--- src/rtl/arb_pkg.sv ---
// Shared arbitration definitions for the NPC resource arbiters.
//   ARB_N / ARB_IDX_W : requester count and index width
//   arb_state_e       : arbiter sequencing states
//   onehot8()         : 3-bit index to 8-bit one-hot expansion
package arb_pkg;

  localparam int ARB_N     = 8;
  localparam int ARB_IDX_W = 3;

  typedef enum logic [0:0] {
    IDLE  = 1'b0,
    GRANT = 1'b1
  } arb_state_e;

  function automatic logic [ARB_N-1:0] onehot8(input logic [ARB_IDX_W-1:0] idx);
    logic [ARB_N-1:0] v;
    v      = '0;
    v[idx] = 1'b1;
    return v;
  endfunction

endpackage

--- src/rtl/idx_decode38.sv ---
// 3-to-8 decoder with enable.
//   en_i  : when low the output is all zeros
//   idx_i : index to decode
//   dec_o : one-hot decode of idx_i, or zero
module idx_decode38
  import arb_pkg::*;
(
  input  logic                 en_i,
  input  logic [ARB_IDX_W-1:0] idx_i,
  output logic [ARB_N-1:0]     dec_o
);

  assign dec_o = en_i ? onehot8(idx_i) : '0;

endmodule

--- src/rtl/rr_arbiter8.sv ---
// Round-robin arbiter for 8 requesters with grant locking and bounded hold.
//   clk       : clock, rising edge
//   rst       : synchronous active-high reset
//   en        : global enable; low blocks and drops grants
//   req       : request vector
//   gnt       : one-hot grant (decode of registered gnt_idx/gnt_valid)
//   gnt_idx   : index of current grantee; holds last value when idle
//   gnt_valid : a grant is active
//   preempt   : one-cycle pulse on the first cycle of a forced rotation
module rr_arbiter8
  import arb_pkg::*;
#(
  parameter int N        = 8,
  parameter int IDX_W    = 3,
  parameter int MAX_HOLD = 16,
  parameter int CNT_W    = 5
) (
  input  logic             clk,
  input  logic             rst,
  input  logic             en,
  input  logic [N-1:0]     req,
  output logic [N-1:0]     gnt,
  output logic [IDX_W-1:0] gnt_idx,
  output logic             gnt_valid,
  output logic             preempt
);

  localparam logic             PREEMPT_EN = (MAX_HOLD != 0);
  localparam logic [CNT_W-1:0] HOLD_LAST  = (MAX_HOLD == 0) ? '0 : CNT_W'(MAX_HOLD - 1);

  arb_state_e       state_q, state_d;
  logic [IDX_W-1:0] idx_q, idx_d;
  logic [IDX_W-1:0] ptr_q, ptr_d;
  logic [CNT_W-1:0] hold_q, hold_d;
  logic             vld_q, vld_d;
  logic             pre_q, pre_d;

  // Returns {found, index}: rotate so ptr lands at bit 0, take the lowest
  // set bit, then add ptr back (modulo 8 through the index width).
  function automatic logic [IDX_W:0] pick_fn(input logic [N-1:0] r,
                                             input logic [IDX_W-1:0] p);
    logic [2*N-1:0]   dbl;
    logic [N-1:0]     rot;
    logic [IDX_W-1:0] off;
    dbl = {r, r} >> p;
    rot = dbl[N-1:0];
    off = '0;
    for (int i = N - 1; i >= 0; i--) begin
      if (rot[i]) off = IDX_W'(i);
    end
    return {|rot, IDX_W'(p + off)};
  endfunction

  logic [N-1:0]     other_req;
  logic [IDX_W-1:0] ptr_nxt;
  logic [IDX_W:0]   pick_all;
  logic [IDX_W:0]   pick_oth;

  assign other_req = req & ~onehot8(idx_q);
  assign ptr_nxt   = idx_q + 1'b1;
  assign pick_all  = pick_fn(req, ptr_q);
  // The current grantee sits last in order from ptr_nxt, so masking it out
  // is equivalent to searching every other requester from the new pointer.
  assign pick_oth  = pick_fn(other_req, ptr_nxt);

  always_comb begin
    state_d = state_q;
    idx_d   = idx_q;
    ptr_d   = ptr_q;
    hold_d  = hold_q;
    vld_d   = vld_q;
    pre_d   = 1'b0;
    case (state_q)
      IDLE: begin
        if (en && pick_all[IDX_W]) begin
          idx_d   = pick_all[IDX_W-1:0];
          vld_d   = 1'b1;
          hold_d  = '0;
          state_d = GRANT;
        end
      end
      GRANT: begin
        if (!en) begin
          vld_d   = 1'b0;
          state_d = IDLE;
        end else if (!req[idx_q]) begin
          // Release takes precedence over preemption; hand over without a bubble.
          ptr_d = ptr_nxt;
          if (pick_oth[IDX_W]) begin
            idx_d  = pick_oth[IDX_W-1:0];
            hold_d = '0;
          end else begin
            vld_d   = 1'b0;
            state_d = IDLE;
          end
        end else if (PREEMPT_EN && (hold_q == HOLD_LAST) && (|other_req)) begin
          ptr_d  = ptr_nxt;
          idx_d  = pick_oth[IDX_W-1:0];
          pre_d  = 1'b1;
          hold_d = '0;
        end else if (PREEMPT_EN && (hold_q != HOLD_LAST)) begin
          // Saturates at HOLD_LAST so a late-arriving waiter triggers rotation at once.
          hold_d = hold_q + 1'b1;
        end
      end
      default: begin
        vld_d   = 1'b0;
        state_d = IDLE;
      end
    endcase
  end

  // Registered stage: state, pointer, grantee, hold counter, pulse.
  always_ff @(posedge clk) begin
    if (rst) begin
      state_q <= IDLE;
      idx_q   <= '0;
      ptr_q   <= '0;
      hold_q  <= '0;
      vld_q   <= 1'b0;
      pre_q   <= 1'b0;
    end else begin
      state_q <= state_d;
      idx_q   <= idx_d;
      ptr_q   <= ptr_d;
      hold_q  <= hold_d;
      vld_q   <= vld_d;
      pre_q   <= pre_d;
    end
  end

  idx_decode38 u_dec (
    .en_i  (vld_q),
    .idx_i (idx_q),
    .dec_o (gnt)
  );

  assign gnt_idx   = idx_q;
  assign gnt_valid = vld_q;
  assign preempt   = pre_q;

endmodule
--- config.mk ---
export PLATFORM = sky130hd
export DESIGN_NAME = rr_arbiter8
export DESIGN_NICKNAME = d
export VERILOG_FILES = /design/src/rtl/arb_pkg.sv /design/src/rtl/idx_decode38.sv /design/src/rtl/rr_arbiter8.sv
export SDC_FILE = /design/constraint.sdc
export NUM_CORES = 1
export LEC_CHECK = 0
export ABC_AREA = 1
export CORE_ASPECT_RATIO = 1.5
export CORE_UTILIZATION = 35
export CTS_CLUSTER_SIZE = 30
export DETAILED_ROUTE_END_ITERATION = 8
export PLACE_DENSITY = 0.64
export SLEW_MARGIN = 20
export SYNTH_ARGS = -nofsm -noshare
export SYNTH_HDL_FRONTEND = slang
export SYNTH_SLANG_ARGS = --single-unit
--- constraint.sdc ---
create_clock -name clk -period 2.88 [get_ports clk]
set_input_delay 0.432 -clock clk [delete_from_list [all_inputs] [get_ports clk]]
set_output_delay 0.432 -clock clk [all_outputs]
set_load 0.02 [all_outputs]
==> key figures <==
Run status
  • Outcome: finished, final reports clean

STA
  • Unrepaired setup endpoints after global routing: false
  • Part of the cycle the worst path needs: 93.2%
  • Slew Viols, Final: 0
  • Fin. Hold Viols: 0
  • Hold WS: 477 ps
  • Actual slew at the worst max-slew pin: 312 ps
  • Setup TNS: 0 ps
  • Fmax: ~370 MHz
  • Setup-failing EPs final: 0
  • Final setup margin: 197 ps
  • Worst clock skew: around 2.5 ps
  • Tmin final: 2680 ps
  • Slew HR: 79.2%

Clock tree
  • Total clock sinks: 14
  • Bufs on Longest Clock Path: 2
  • Total CTS buffers: 3
  • Clk_lat worst skew: 240 ps
  • CTS tree: yes
  • Reg clk slew, reported paths: 60 ps
  • CTS root buffer: clkbuf_8
  • Post-CTS Setup Bufs: 0
  • Number of H-tree levels: 1

Floorplanning
  • Die X: 61.4 µm
  • Ports: 24
  • Initial Utilization: 36.1%
  • Die area: 5580 µm²
  • Num rows: 32
  • Die Y: approximately 91 µm
  • Core Area: between 5000 and 6000 µm²

Yosys
  • Yosys reg bits: 14
  • Syn Std Cell Area: 1850 µm²
  • Largest family of logic cells by synthesized area: simple AND/OR/NAND/NOR gates
  • Sequential share of the synthesized area: 15.2%
  • Syn_nets: 344
  • Ys flop type: dfxtp_1
  • Count of different cell masters after synthesis: 38
  • Syn. warnings: 0
  • Mean Syn Cell Area: 5.67 µm²
  • Post-Syn Instances: 326
  • Mux cell area share after synthesis: 0%
  • Synth Area in Compound Gates: 11.4%
  • Synth Area in Simple Gates: 55.8%
  • EDFF count, synth: 0
  • Post-Synth Adder-Cell Area: around 5.5%
  • Ys async rst share: 0%
  • XOR/XNOR share of the synthesized area: 1.42%

Setup path
  • CP startpoint kind: flop
  • Worst-path fanout max: 6
  • R2R depth: 17
  • Reg2Reg Setup Slack: 200 ps
  • Worst EP required: ~3000 ps
  • Setup crit end kind: flop
  • Worst path arrival time: 2820 ps
  • RR Startpoint: gnt_idx[0]
  • FF-to-FF End: gnt_idx[2]
  • Crit path kind: reg -> reg

GRT
  • Congestion Overflow GR: 0
  • Largest net degree at the start of global routing: 18
  • Global Route Usage Sum: 21.6%
  • Initial antenna violation count: 0
  • Vias in the first global route: 2,163
  • First-pass GRT wire length: 9.37 mm

Cells and area
  • Nets: 401
  • Share of cells above drive strength 1: 21.8%
  • Diode count: 0
  • Synth-to-Final Area Change: 35.5%
  • Core Util, Final: between 40% and 50%

Route
  • DRC errors left: 0
  • Detail Route Antenna Nets: 0
  • Drt pass-1 iters: 4
  • Post-Route WL: 5.73 mm
  • Vias per cell: between 5 and 6
  • Via count: 2,295
  • DR WL/cell: 12.8 µm
  • First DRT Iteration DRCs: 137

Placed design
  • DP HPWL: around 4.6 mm
  • GPL Wtd Cong: between 0.8 and 0.9
  • IO Port Bufs: 23
  • Worst slack, placed: -331 ps

Worst hold path
  • Worst hold path startpoint: hold_q[4]
  • Worst min-delay path class: reg -> reg
  • Worst hold path depth: 2
  • Hold Path End: hold_q[4]

Pwr
  • Peak VDD IR: roughly 0.28 mV
  • PwrDens: 457 nW/µm²
  • Leak: 1.24 nW

Flow run
  • Max Cap Viol: 0
## sequential cells by signal, indices dropped and copies added, names as in the netlist
signal,cells
preempt,1
state_q,1
gnt_valid,1
hold_q,5
ptr_q,3
gnt_idx,3
## how the worst max path moves through the flow
stage                    start    endpoint  slack (ps)  depth (start not counted)
floorplan           gnt_idx[0]  gnt_idx[2]          20                         19
global placement        req[4]  gnt_idx[2]        -280                         21
detailed placement      req[3]  gnt_idx[2]        -330                         21
CTS                     req[3]  gnt_idx[2]          20                         19
global route        gnt_idx[0]  gnt_idx[1]           1                         14
finish              gnt_idx[0]  gnt_idx[2]         200                         17
## stage by stage
step	power (W)	cells	instance area [µm²]
floorplan	0.000672	326	1850
global placement	0.000934	446	2390
detailed placement	0.000936	446	2390
CTS	0.00110	449	2430
global route	0.00125	449	2510
finish	0.00114	449	2510
## layout make-up
class	instances	area [µm²]
clock buffers	3	41.3
fillers	588	2620
inverters	30	128
multi-input cells	271	1420
flip-flops and latches	14	285
well taps	68	85.1
repair buffers	63	551
## timing repair
item,4_1_cts,5_1_grt
resized for setup,7,25
endpoints found under the setup margin,1,2
pin swaps,0,4
hold buffers,0,0
## metal layers
layer	vias to the layer above	global-route usage [%]	wire, µm
li1	1186	-	-
met1	1063	24.8	2420
met2	39	41.8	3120
met3	7	0.855	116
met4	0	3.70	73
met5	-	0	0
## cells in the final DEF (no fill, tap or decap), types with 5 or more instances in the layout
cell type,netlist,routed
a21oi_1,11,11
nand3_1,64,64
clkdlybuf4s50_1,0,15
nand2_1,110,108
o21ai_0,14,9
inv_1,21,21
buf_4,1,38
nor2_1,25,25
nand2_2,3,5
dlymetal6s2s_1,0,5
dfxtp_1,14,10
## Yosys cell counts, drive strengths merged, types with 2 or more instances
| library cell | count | area share [%] |
|---|---|---|
| nand2 | 116 | 25 |
| nand3 | 68 | 19 |
| nor2 | 29 | 7.2 |
| inv | 28 | 6.1 |
| o21ai | 15 | 4.3 |
| dfxtp | 14 | 15 |
| a21oi | 13 | 3.9 |
| buf | 8 | 3.6 |
| ha | 5 | 3.4 |
| nor3 | 4 | 1.1 |
| or2 | 4 | 1.4 |
| a31oi | 3 | 1.0 |
| clkbuf | 3 | 0.61 |
| o22ai | 3 | 1.0 |
| clkinv | 2 | 0.41 |
| fa | 2 | 2.2 |
| xor2 | 2 | 0.95 |
## cells by family after synthesis
family / Yosys count
flip-flops: 14
adder cells (fa/ha/maj): 7
AND/OR/NAND/NOR: 224
XOR/XNOR: 3
AO/OA/AOI/OAI: 37
buffers and inverters: 41
## power breakdown
| part | total, W | internal, W | leakage (nW) | switching (W) |
|---|---|---|---|---|
| Combinational | 0.000765 | 0.000340 | 1.10 | 0.000426 |
| Clock | 0.000157 | 0.0000924 | 0.0216 | 0.0000643 |
| Sequential | 0.000223 | 0.000207 | 0.116 | 0.0000154 |
## critical path: stages (launching register included)
cell	delay, ps
dfxtp_2	340
ha_4	310
buf_4	170
nand3_1	110
nand3_1	130
a21oi_1	70
nor2_1	100
o21ai_1	70
a21oi_1	120
nor2_1	50
ha_1	200
fa_2	380
xnor2_2	160
nand3_1	100
nand3_1	90
nand3_1	70
nand2_1	60
inv_1	40
(Power assumes the default switching activity.)
